[config.mk]
export PLATFORM = sky130hd
export DESIGN_NAME = projectile_controller_flat
export DESIGN_NICKNAME = d
export VERILOG_FILES = /design/src/rtl/projectile_controller_if.sv /design/src/rtl/projectile_controller.sv /design/src/flat_wrapper.sv
export SDC_FILE = /design/constraint.sdc
export NUM_CORES = 1
export LEC_CHECK = 0
export ABC_AREA = 0
export CORE_ASPECT_RATIO = 1.5
export CORE_MARGIN = 3
export CORE_UTILIZATION = 40
export DETAILED_ROUTE_END_ITERATION = 8
export HOLD_SLACK_MARGIN = 0.02
export PLACE_DENSITY = 0.71
export SETUP_SLACK_MARGIN = 0.02
export SLEW_MARGIN = 20
export SYNTH_ARGS = -nofsm -noshare
export SYNTH_HDL_FRONTEND = slang
export SYNTH_SLANG_ARGS = --single-unit
[constraint.sdc]
create_clock -name clk -period 4.72 [get_ports clk]
set_input_delay 0.708 -clock clk [delete_from_list [all_inputs] [get_ports clk]]
set_output_delay 0.708 -clock clk [all_outputs]
set_load 0.1 [all_outputs]
[src/rtl/projectile_controller_if.sv]
// Storage-side bus of the projectile controller: mode-addressed register file
// access plus the unused RAM address.
interface projectile_controller_if;
   logic [3:0] mem_mode;
   logic       mem_wren;
   logic [7:0] mem_address;
   logic [7:0] mem_data;
   logic [7:0] mem_q;

   modport master (output mem_mode, mem_wren, mem_address, mem_data, input mem_q);
   modport slave  (input mem_mode, mem_wren, mem_address, mem_data, output mem_q);
endinterface

[src/rtl/projectile_controller.sv]
// Game-tick sequencer: per tank, read projectile/tank state from storage,
// advance or spawn the projectile, detect hits and write the result back.
module projectile_controller #(
   parameter int GRID_MAX = 15
) (
   input  logic                           clk,
   input  logic                           reset,
   input  logic                           tick,
   input  logic                           fire_1,
   input  logic                           fire_2,
   projectile_controller_if.master        bus,
   output logic                           busy,
   output logic                           done,
   output logic                           hit_1,
   output logic                           hit_2
);

   typedef enum logic [2:0] {
      S_IDLE, S_RD, S_CAP, S_COMPUTE, S_WR_PADDR, S_WR_PDIR, S_DONE
   } state_t;

   state_t     state, state_nxt;
   logic       tank;            // 0: tank 1 pass, 1: tank 2 pass
   logic [2:0] idx;             // read slot within the current tank's pass
   logic [1:0] fire_lat;
   logic [7:0] pdir, paddr, saddr, oaddr;
   logic [1:0] sdir;
   logic [7:0] out_addr, out_dir, nxt_addr, nxt_dir;
   logic       hit_r, nxt_hit;
   logic [8:0] p_step, s_step;

   // Returns {off_grid, next_position}; no wrap-around at the edges.
   function automatic logic [8:0] step(input logic [7:0] p, input logic [1:0] d);
      logic [3:0] x, y;
      logic       off;
      x   = p[3:0];
      y   = p[7:4];
      off = 1'b0;
      case (d)
         2'd0:    begin off = (y == 4'd0);           y = y - 4'd1; end
         2'd1:    begin off = (x == 4'(GRID_MAX));   x = x + 4'd1; end
         2'd2:    begin off = (y == 4'(GRID_MAX));   y = y + 4'd1; end
         default: begin off = (x == 4'd0);           x = x - 4'd1; end
      endcase
      return {off, y, x};
   endfunction

   // Read order: projectile dir, projectile addr, self addr, self dir, other addr.
   function automatic logic [3:0] read_mode(input logic t, input logic [2:0] i);
      case (i)
         3'd0:    return t ? 4'b1000 : 4'b0100;
         3'd1:    return t ? 4'b0111 : 4'b0011;
         3'd2:    return t ? 4'b0101 : 4'b0001;
         3'd3:    return t ? 4'b0110 : 4'b0010;
         default: return t ? 4'b0001 : 4'b0101;
      endcase
   endfunction

   // NOTE: sequential state uses non-blocking assignments so every register
   // samples the pre-edge values regardless of statement order.
   always_ff @(posedge clk) begin
      if (reset) state <= S_IDLE;
      else       state <= state_nxt;
   end

   always_comb begin
      state_nxt = state;
      case (state)
         S_IDLE:     if (tick) state_nxt = S_RD;
         S_RD:       state_nxt = S_CAP;
         S_CAP:      state_nxt = (idx == 3'd4) ? S_COMPUTE : S_RD;
         S_COMPUTE:  state_nxt = S_WR_PADDR;
         S_WR_PADDR: state_nxt = S_WR_PDIR;
         S_WR_PDIR:  state_nxt = tank ? S_DONE : S_RD;
         S_DONE:     state_nxt = S_IDLE;
         default:    state_nxt = S_IDLE;
      endcase
   end

   always_comb begin
      bus.mem_mode    = 4'b0000;
      bus.mem_wren    = 1'b0;
      bus.mem_address = 8'h00;
      bus.mem_data    = 8'h00;
      busy            = (state != S_IDLE);
      done            = (state == S_DONE);
      hit_1           = 1'b0;
      hit_2           = 1'b0;
      case (state)
         S_RD, S_CAP: bus.mem_mode = read_mode(tank, idx);
         S_WR_PADDR: begin
            bus.mem_mode = tank ? 4'b0111 : 4'b0011;
            bus.mem_wren = 1'b1;
            bus.mem_data = out_addr;
            hit_1        = hit_r & ~tank;
            hit_2        = hit_r & tank;
         end
         S_WR_PDIR: begin
            bus.mem_mode = tank ? 4'b1000 : 4'b0100;
            bus.mem_wren = 1'b1;
            bus.mem_data = out_dir;
         end
         default: ;
      endcase
   end

   // NOTE: every output of a combinational block gets a default first, so no
   // path leaves it unassigned and no latch is inferred.
   always_comb begin
      nxt_addr = paddr;
      nxt_dir  = pdir;
      nxt_hit  = 1'b0;
      p_step   = step(paddr, pdir[1:0]);
      s_step   = step(saddr, sdir);
      if (pdir[7]) begin
         if (p_step[8]) begin
            nxt_dir = {6'b0, pdir[1:0]};
         end else if (p_step[7:0] == oaddr) begin
            nxt_hit  = 1'b1;
            nxt_addr = p_step[7:0];
            nxt_dir  = {6'b0, pdir[1:0]};
         end else begin
            nxt_addr = p_step[7:0];
            nxt_dir  = {1'b1, 5'b0, pdir[1:0]};
         end
      end else if (fire_lat[tank] && !s_step[8]) begin
         nxt_addr = s_step[7:0];
         if (s_step[7:0] == oaddr) begin
            nxt_hit = 1'b1;
            nxt_dir = {6'b0, sdir};
         end else begin
            nxt_dir = {1'b1, 5'b0, sdir};
         end
      end
   end

   always_ff @(posedge clk) begin
      if (reset) begin
         tank     <= 1'b0;
         idx      <= 3'd0;
         fire_lat <= 2'b00;
         pdir     <= 8'h00;
         paddr    <= 8'h00;
         saddr    <= 8'h00;
         sdir     <= 2'b00;
         oaddr    <= 8'h00;
         out_addr <= 8'h00;
         out_dir  <= 8'h00;
         hit_r    <= 1'b0;
      end else begin
         // A new request in the consuming cycle survives into the next pass.
         fire_lat[0] <= fire_1 | (fire_lat[0] & ~(state == S_COMPUTE && !tank));
         fire_lat[1] <= fire_2 | (fire_lat[1] & ~(state == S_COMPUTE && tank));
         case (state)
            S_IDLE: begin
               tank <= 1'b0;
               idx  <= 3'd0;
            end
            S_CAP: begin
               case (idx)
                  3'd0:    pdir  <= bus.mem_q;
                  3'd1:    paddr <= bus.mem_q;
                  3'd2:    saddr <= bus.mem_q;
                  3'd3:    sdir  <= bus.mem_q[1:0];
                  default: oaddr <= bus.mem_q;
               endcase
               idx <= idx + 3'd1;
            end
            S_COMPUTE: begin
               out_addr <= nxt_addr;
               out_dir  <= nxt_dir;
               hit_r    <= nxt_hit;
            end
            S_WR_PDIR: begin
               tank <= 1'b1;
               idx  <= 3'd0;
            end
            default: ;
         endcase
      end
   end

endmodule

[src/flat_wrapper.sv]
// flat-port wrapper written by rule: the top's interface ports become plain ports
module projectile_controller_flat 
#(
   parameter int GRID_MAX = 15
)
  (clk, reset, tick, fire_1, fire_2, busy, done, hit_1, hit_2, bus_mem_mode, bus_mem_wren, bus_mem_address, bus_mem_data, bus_mem_q);
  projectile_controller_if bus_i ();
  input  logic clk;
  input  logic reset;
  input  logic tick;
  input  logic fire_1;
  input  logic fire_2;
  output logic busy;
  output logic done;
  output logic hit_1;
  output logic hit_2;
  output wire logic [$bits(bus_i.mem_mode)-1:0] bus_mem_mode;
  output wire logic [$bits(bus_i.mem_wren)-1:0] bus_mem_wren;
  output wire logic [$bits(bus_i.mem_address)-1:0] bus_mem_address;
  output wire logic [$bits(bus_i.mem_data)-1:0] bus_mem_data;
  input wire logic [$bits(bus_i.mem_q)-1:0] bus_mem_q;
  assign bus_mem_mode = bus_i.mem_mode;
  assign bus_mem_wren = bus_i.mem_wren;
  assign bus_mem_address = bus_i.mem_address;
  assign bus_mem_data = bus_i.mem_data;
  assign bus_i.mem_q = bus_mem_q;
  projectile_controller #(.GRID_MAX(GRID_MAX)) u_core (.clk(clk), .reset(reset), .tick(tick), .fire_1(fire_1), .fire_2(fire_2), .bus(bus_i), .busy(busy), .done(done), .hit_1(hit_1), .hit_2(hit_2));
endmodule
Yosys cells after proc, flatten, opt, wreduce, memory -nomap -nowiden
Cells that the tools add are included.
{ "op_classes": {"eq_ne": 21, "n_reduce_logical": 27, "add_sub_neg": 9, "magnitude_cmp": 1, "n_bitwise": 10, "muxes": 38} }
{ "ops": {"columns": ["op", "count"], "rows": [
  ["8-bit two-way mux", 8],
  ["4-bit case mux with 2 select lines", 4],
  ["3-bit two-way mux", 6],
  ["3-bit case mux with 6 select lines", 1],
  ["4-bit by 1-bit adder with 4-bit output, second input constant", 4],
  ["4-bit equality test, second input constant", 4],
  ["8-bit equality test", 2],
  ["4-bit logical NOT", 4],
  ["4-bit case mux with 4 select lines", 1],
  ["8-bit case mux with 2 select lines", 1],
  ["4-bit by 1-bit subtractor with 4-bit output, second input constant", 4],
  ["3-bit by 2-bit equality test with 1-bit output, second input constant", 4],
  ["3-bit equality test, second input constant", 4],
  ["4-bit case mux with 3 select lines", 1],
  ["1-bit two-way mux", 10],
  ["2-bit AND reduction", 5],
  ["2-bit OR reduction", 5],
  ["3-bit by 1-bit equality test with 1-bit output, second input constant", 2],
  ["3-bit logical NOT", 2],
  ["1-bit case mux with 3 select lines", 2],
  ["3-bit case mux with 2 select lines", 1],
  ["1-bit AND", 4],
  ["2-bit by 1-bit equality test with 1-bit output, second input constant", 2],
  ["2-bit equality test, second input constant", 2],
  ["14 further kinds", 23]
]} }
{ "word_totals": {"regBits": 60, "in_bits": 13, "wordCells": 118, "output_inout_bits": 25} }

Depth between registers and ports, before layout
Gate-level depths: netlist of run 1.
{ "depth": {"depth_word": 7, "mapped_depth": 11, "mapped_depth_nobuf": 10} }

Least setup slack after synthesis of run 1
Ideal clock, no wire load.
{ "synth_path": {"kind": "register to output", "start": "register u_core.state[2]", "end": "output hit_1", "path_slack_ns": 0.045, "arrival_ns": 3.967, "stages_incl_launch_ff": 5, "n_path_buf": 2, "cell_sequence": "dfxtp_1 -> clkbuf_1 -> nand2b_1 -> clkbuf_1 -> nor4b_1"} }
{ "synth_between": {"elab_chain_len": 2} }
{ "synth_lines": {"columns": ["item", "line", "rtl"], "rows": [
  ["start: declaration", "projectile_controller.sv:22", "state_t state, state_nxt;"],
  ["start signal: assignment", "projectile_controller.sv:63", "else state <= state_nxt;"],
  ["3-bit equality test", "projectile_controller.sv:89", "case (state)"],
  ["1-bit two-way mux", "projectile_controller.sv:89", null],
  ["end: declaration", "flat_wrapper.sv:15", "output logic hit_1;"]
]} }
Every way passes these cells.

Final worst setup path of run 1
{ "layout_path": {"start": "register u_core.idx[0]", "end": "output bus_mem_mode[3]"} }
{ "layout_between": {"elab_chain_len": 3, "elab_cells_between_ends": 6} }
{ "layout_lines": {"columns": ["item", "line", "rtl"], "rows": [
  ["start: declaration", "projectile_controller.sv:24", "logic [2:0] idx;"],
  ["start signal: assignment", "projectile_controller.sv:167", "idx <= idx + 3'd1;"],
  ["3-bit by 2-bit equality test with 1-bit output, or another cell as far along", "projectile_controller.sv:50", "case (i)"],
  ["4-bit case mux with 4 select lines *", "projectile_controller.sv:50", null],
  ["4-bit case mux with 3 select lines *", "projectile_controller.sv:89", null],
  ["end: declaration", "flat_wrapper.sv:17", "output wire logic [$bits(bus_i.mem_mode)-1:0] bus_mem_mode;"]
]} }
Mark *: on every way between the ends. The rest lies on a longest branch, timed or not.

==> flow_summary.ini, run 1 <==
[yosys]
yosysSeqAreaShare = 0.287
synth_area_um2 = 4190
yosysMostFrequentCell = dfxtp_1
synth.avg_cell_area_um2 = 7.80
synthTopCellsByCount = dfxtp_1 (60), nor2_1 (59), a21oi_1 (49), nand2_1 (49), mux2i_1 (35)
synth_top_area_frac = 0.287
synth-edff-count = 0
synth-async-reset-ratio = 0
synth_cells = 537
ys_seq_elements = 60
synthTopCellsByArea = dfxtp_1 (29%), mux2i_1 (8.4%), ha_1 (6.3%), a21oi_1 (5.9%), nor2_1 (5.3%)
ys_warn_count = 0
synth_top_area_cell = dfxtp_1
ys_types = 57
synth-main-ff-cell = dfxtp_1

[critical_path]
rr_worst_depth = 9
cpPeakStageDelay_ns = 1.13
cp_cell_sequence = inv_1, ha_1, nor2b_1, o211a_1, clkdlybuf4s50_1
cp-end-kind = primary output
criticalPathCategory = register to primary output
rrSetupSlack_ns = 1.64
cpLargestDelayFamily = buffers and inverters
cp_slowest_cell = clkdlybuf4s50_1
start_kind = register
worstPathRequired_ns = 4.01
r2r_end = u_core.hit_r$_SDFFE_PP0N_
reg2reg_from = u_core.sdir[0]$_SDFFE_PP0P_
crit_buf_inv = 2
crit_fanout = 13
crit_arrival_ns = 2.94

[detailed_routing]
postRouteAntennaNets = 0
via_per_inst = 5.48
first_iter_violations = 213
drc = 0
drt-wirelength-per-cell_um = 16.0
vias = 3788
drt_first_pass_iters = 5
wl_mm = 11.1

[clock_network]
postCtsResizedCells = 0
cts-buffers-inserted = 9
post-cts-setup-buffers = 0
htree_levels = 3
cts_hold_buf = 0
clock_sinks = 60
clk_latency_ns = 0.33
clockRootBuffer = clkbuf_16
path_clk_slew_ns = 0.05
clock_path_buffers = 2
tritoncts = done

[sta]
fin_crit_sh = 0.773
fin_worst_skew_ns = 0.00646
fmax_mhz = 274
slew_headroom = 0.348
tightest_slew_ns = 0.975
setup_viol = 0
final-max-slew-violation-count = 0
tns_ns = 0
grt_setup_unrepaired = no
fin_crit_ns = 3.65
final_hold_viol_count = 0

[pwr]
peakVddDrop_uv = 201
p_int_uw = 1010
p_leak_uw = 0.00175
p_clk_frac = 0.515
swShare = 0.251
p_seq_frac = 0.388
powerDensity_nw_per_um2 = 280
combPwrFrac = 0.097
p_switching_uw = 338
total_power_uw = 1350

[floorplanning]
start_util = 0.411
die_area_um2 = 11800
rows = 45
die_height_um = 131
die_x_um = 89.5
io_pins = 38
core_um2 = 10200

[placed_design]
portBuffers = 29
place.gp.congestion = 0.899
hpwl_mm = 8.35
postPlaceCellArea_um2 = 4500

[global_routing]
track_usage = 0.196
grt_max_degree = 57
grt_pass1_vias = 3682
grt_overflow_total = 0
antenna_found_initial = 0
grt_pass1_wl_mm = 18.0

[final_layout]
area_delta_synth_final_pct = 14.9
filler_cell_count = 1004
final_area_um2 = 4810
nNetsFinal = 583
antenna_cells = 0
drive_gt1_frac = 0.0509

[min_path]
hold_path_class = register to register
min_from = u_core.out_dir[5]$_SDFFE_PP0N_
holdPathStages = 2
holdPathEnd = u_core.out_dir[5]$_SDFFE_PP0N_

[flow_run]
drv_cap = 0

[status]
outcome = complete, no violations
==> worst max-delay path by stage <==
| stage | startpoint | to | slack (ns) | cells past startpoint |
|---|---|---|---|---|
| after floorplan | u_core.state[2]$_SDFFE_PP0P_ | hit_1 | 0.05 | 4 |
| after global placement | u_core.state[0]$_SDFFE_PP0P_ | bus_mem_mode[1] | 1.46 | 5 |
| final | u_core.idx[0]$_SDFFE_PP0P_ | bus_mem_mode[3] | 1.07 | 5 |
| after global routing | u_core.idx[0]$_SDFFE_PP0P_ | bus_mem_mode[3] | 0.91 | 5 |
| after detailed placement | u_core.idx[0]$_SDFFE_PP0P_ | bus_mem_mode[3] | 1.40 | 5 |
| after CTS | u_core.idx[0]$_SDFFE_PP0P_ | bus_mem_mode[3] | 1.04 | 5 |
==> cells by family (layout without fill, tap and decap cells) <==
logic type,Yosys count,in the layout,synth area share
AO/OA/AOI/OAI,116,116,0.174
flip-flops,60,60,0.287
multiplexers,36,36,0.0863
AND/OR/NAND/NOR,200,200,0.231
buffers and inverters,72,78,0.0756
other,1,8,0.000895
XOR/XNOR,27,27,0.0633
adder cells (fa/ha/maj),25,25,0.0819
==> metrics by stage <==
stage | setup slack [ns] | hold WS (ns) | util | cells
3_5_place_dp | 1.40 | 0.449 | 0.441 | 675
3_3_place_gp | 1.46 | 0.440 | 0.441 | 675
5_1_grt | 0.909 | 0.485 | 0.472 | 691
4_1_cts | 1.04 | 0.456 | 0.472 | 691
2_1_floorplan | 0.0455 | 0.432 | - | 544
6_report | 1.07 | 0.457 | 0.472 | 691
==> area by class of cell <==
type                       count  area (um^2)  area share
timing repair buffer          33          313      0.0650
tap                          141          176      0.0367
clock inverter                 6         88.8      0.0185
sequential                    60         1200       0.250
multi-input combinational    412         2700       0.560
inverter                      29          109      0.0226
clock buffer                  10          229      0.0476
==> worst reg2reg max path, delay by kind of cell (launching register included) <==
kind / cells / cell delay, ns
AOI/OAI and AO/OA: 2 / 0.36
xor gates and xnor gates: 1 / 0.36
adders and majority gates: 2 / 0.80
buffers and inverters: 1 / 0.13
DFF: 1 / 0.44
and+or+nand+nor: 3 / 0.94
==> registers in the layout, summed over array words and instances (netlist names) <==
register / flops
u_core.state: 3
u_core.sdir: 2
u_core.saddr: 8
u_core.tank: 1
u_core.oaddr: 8
u_core.out_dir: 8
u_core.idx: 3
u_core.pdir: 8
u_core.paddr: 8
u_core.fire_lat: 2
u_core.hit_r: 1
u_core.out_addr: 8
==> per-layer routing <==
metal	up-vias	track usage	wire length (um)
li1	1895	-	-
met1	1741	0.228	4470
met2	112	0.310	5460
met3	40	0.0351	519
met4	0	0.141	616
met5	-	0	0
==> cells in the final DEF, fill, tap and decap left out, types with 9 or more instances in the layout <==
master | Yosys | routed
nor2_1 | 59 | 59
a211oi_1 | 10 | 10
o21ai_0 | 19 | 19
nand2_1 | 49 | 49
nand3_1 | 30 | 30
dfxtp_1 | 60 | 60
a21oi_1 | 49 | 49
mux2i_1 | 35 | 35
clkdlybuf4s50_1 | 0 | 27
ha_1 | 21 | 21
inv_1 | 29 | 29
clkbuf_16 | 0 | 9
xor2_1 | 9 | 9
nor3_1 | 10 | 10
xnor2_1 | 16 | 16
==> power groups by stage <==
stage               registers (uW)  logic [uW]  clock network (uW)
floorplan                      526         108                   0
global placement               533         129                   0
detailed placement             533         130                   0
CTS                            523         131                 702
global route                   524         140                 724
finish                         523         131                 693
Note: power is estimated with default switching activity, not from simulation.
==> run 2, diff against run 1 <==
--- a/config.mk
+++ b/config.mk
@@ -11,7 +11,7 @@
 export CORE_UTILIZATION = 40
 export DETAILED_ROUTE_END_ITERATION = 8
 export HOLD_SLACK_MARGIN = 0.02
-export PLACE_DENSITY = 0.71
+export PLACE_DENSITY = 0.73
 export SETUP_SLACK_MARGIN = 0.02
 export SLEW_MARGIN = 20
 export SYNTH_ARGS = -nofsm -noshare
==> constraint.sdc (replaced) <==
create_clock -name clk -period 3.01 [get_ports clk]
set_input_delay 0.4515 -clock clk [delete_from_list [all_inputs] [get_ports clk]]
set_output_delay 0.4515 -clock clk [all_outputs]
set_load 0.1 [all_outputs]
==> flow_summary.ini, run 2 (synthesized netlist as in run 1, its figures left out) <==
[detailed_routing]
via_per_inst = 5.69
first_iter_violations = 384
wl_mm = 11.6
drc = 0
drt-wirelength-per-cell_um = 16.6
drt_first_pass_iters = 6
vias = 3984
postRouteAntennaNets = 0

[critical_path]
rrSetupSlack_ns = 0.13
r2r_end = u_core.hit_r$_SDFFE_PP0N_
crit_buf_inv = 3
worstPathRequired_ns = 3.23
crit_fanout = 5
start_kind = register
cp-end-kind = register
reg2reg_from = u_core.pdir[1]$_SDFFE_PP0P_
criticalPathCategory = register to register
rr_worst_depth = 11
cp_slowest_cell = o21ai_0
startpoint = u_core.pdir[1]$_SDFFE_PP0P_
crit_arrival_ns = 3.10
cpLargestDelayFamily = compound AO/OA/AOI/OAI gates
cp_cell_sequence = buf_4, inv_1, ha_1, inv_1, ha_1, nand3_1, and3_1, o211a_1, o21ai_0, nor3_1, a221o_1
endpoint = u_core.hit_r$_SDFFE_PP0N_
cp.depth = 11
cpPeakStageDelay_ns = 0.43

[sta]
slew_headroom = 0.401
final-max-slew-violation-count = 0
fin_crit_sh = 0.957
fin_ws_ns = 0.129
whs_ns = 0.456
fin_crit_ns = 2.88
tns_ns = 0
fmax_mhz = 347
tightest_slew_ns = 0.898
fin_worst_skew_ns = 0.00932
final_hold_viol_count = 0
setup_viol = 0
grt_setup_unrepaired = no

[global_routing]
antenna_found_initial = 0
grt_pass1_wl_mm = 19.0
grt_overflow_total = 0
grt_pass1_vias = 3861
grt_max_degree = 56
track_usage = 0.206

[final_layout]
area_delta_synth_final_pct = 16.4
final_common_cell = dfxtp_1
layout_common_cells = dfxtp_1 (60), nor2_1 (59), nand2_1 (49), a21oi_1 (49), mux2i_1 (35)
nNetsFinal = 592
antenna_cells = 0
final_area_um2 = 4870
drive_gt1_frac = 0.102

[pwr]
total_power_uw = 1990
peakVddDrop_uv = 267
powerDensity_nw_per_um2 = 408
p_leak_uw = 0.00182

[clock_network]
path_clk_slew_ns = 0.05
clockRootBuffer = clkbuf_16
clock_sinks = 60
cts-buffers-inserted = 9
post-cts-setup-buffers = 0
tritoncts = done
clk_latency_ns = 0.34
htree_levels = 3
clock_path_buffers = 2

[floorplanning]
rows = 45
core_um2 = 10200
die_x_um = 89.5
die_height_um = 131
die_area_um2 = 11800
io_pins = 38
start_util = 0.411

[placed_design]
place.gp.congestion = 0.919
hpwl_mm = 8.81
postPlaceCellArea_um2 = 4590
portBuffers = 29
preCtsSetupSlack_ns = 0.238

[status]
outcome = complete, no violations

[flow_run]
drv_cap = 0

[min_path]
hold_path_class = register to register
## run 2: routing by layer
metal,vias to the layer above,share of wire,GRT usage
met5,-,0,0
met3,37,0.061,0.0452
met4,0,0.040,0.0985
met1,1871,0.40,0.249
li1,1909,-,-
met2,167,0.50,0.336
## run 2: worst min-delay path by stage
stage	slack, ns	from	cells past startpoint	to
5_1_grt	0.48	u_core.out_dir[4]$_SDFFE_PP0N_	2	u_core.out_dir[4]$_SDFFE_PP0N_
6_report	0.46	u_core.out_dir[2]$_SDFFE_PP0N_	2	u_core.out_dir[2]$_SDFFE_PP0N_
4_1_cts	0.46	u_core.out_dir[2]$_SDFFE_PP0N_	2	u_core.out_dir[2]$_SDFFE_PP0N_
3_5_place_dp	0.45	u_core.out_dir[2]$_SDFFE_PP0N_	2	u_core.out_dir[2]$_SDFFE_PP0N_
2_1_floorplan	0.43	u_core.out_dir[2]$_SDFFE_PP0N_	2	u_core.out_dir[2]$_SDFFE_PP0N_
3_3_place_gp	0.44	u_core.out_dir[3]$_SDFFE_PP0N_	2	u_core.out_dir[3]$_SDFFE_PP0N_
## run 2: where the power goes
group / internal, uW / total (uW) / switching, uW
combinational: 63.0 / 220 / 157
clock: 559 / 948 / 389
sequential: 804 / 820 / 15.9
## run 2: timing repair
| action | CTS | global route |
|---|---|---|
| gates resized for setup | 0 | 2 |
| hold buffers | 0 | 0 |
| endpoints found under the setup margin | 0 | 2 |
## run 2: layout make-up
class | instances | area (um^2)
clock buffers | 9 | 225
clock inverters | 7 | 52.6
fillers | 1009 | 5320
inverters | 29 | 109
multi-input cells | 412 | 2720
flip-flops and latches | 60 | 1200
well taps | 141 | 176
repair buffers | 42 | 390
## run 2: worst min-delay path, delay by kind of cell, from the launching register on
| kind | cells | cell delay, ns |
|---|---|---|
| AOI/OAI and AO/OA | 1 | 0.05 |
| and+or+nand+nor | 1 | 0.05 |
| DFF | 1 | 0.31 |
## run 2: metrics by stage
step	std cells	utilization
after floorplan	544	-
after global placement	684	0.450
after detailed placement	684	0.450
after CTS	700	0.477
after global routing	700	0.478
final	700	0.478
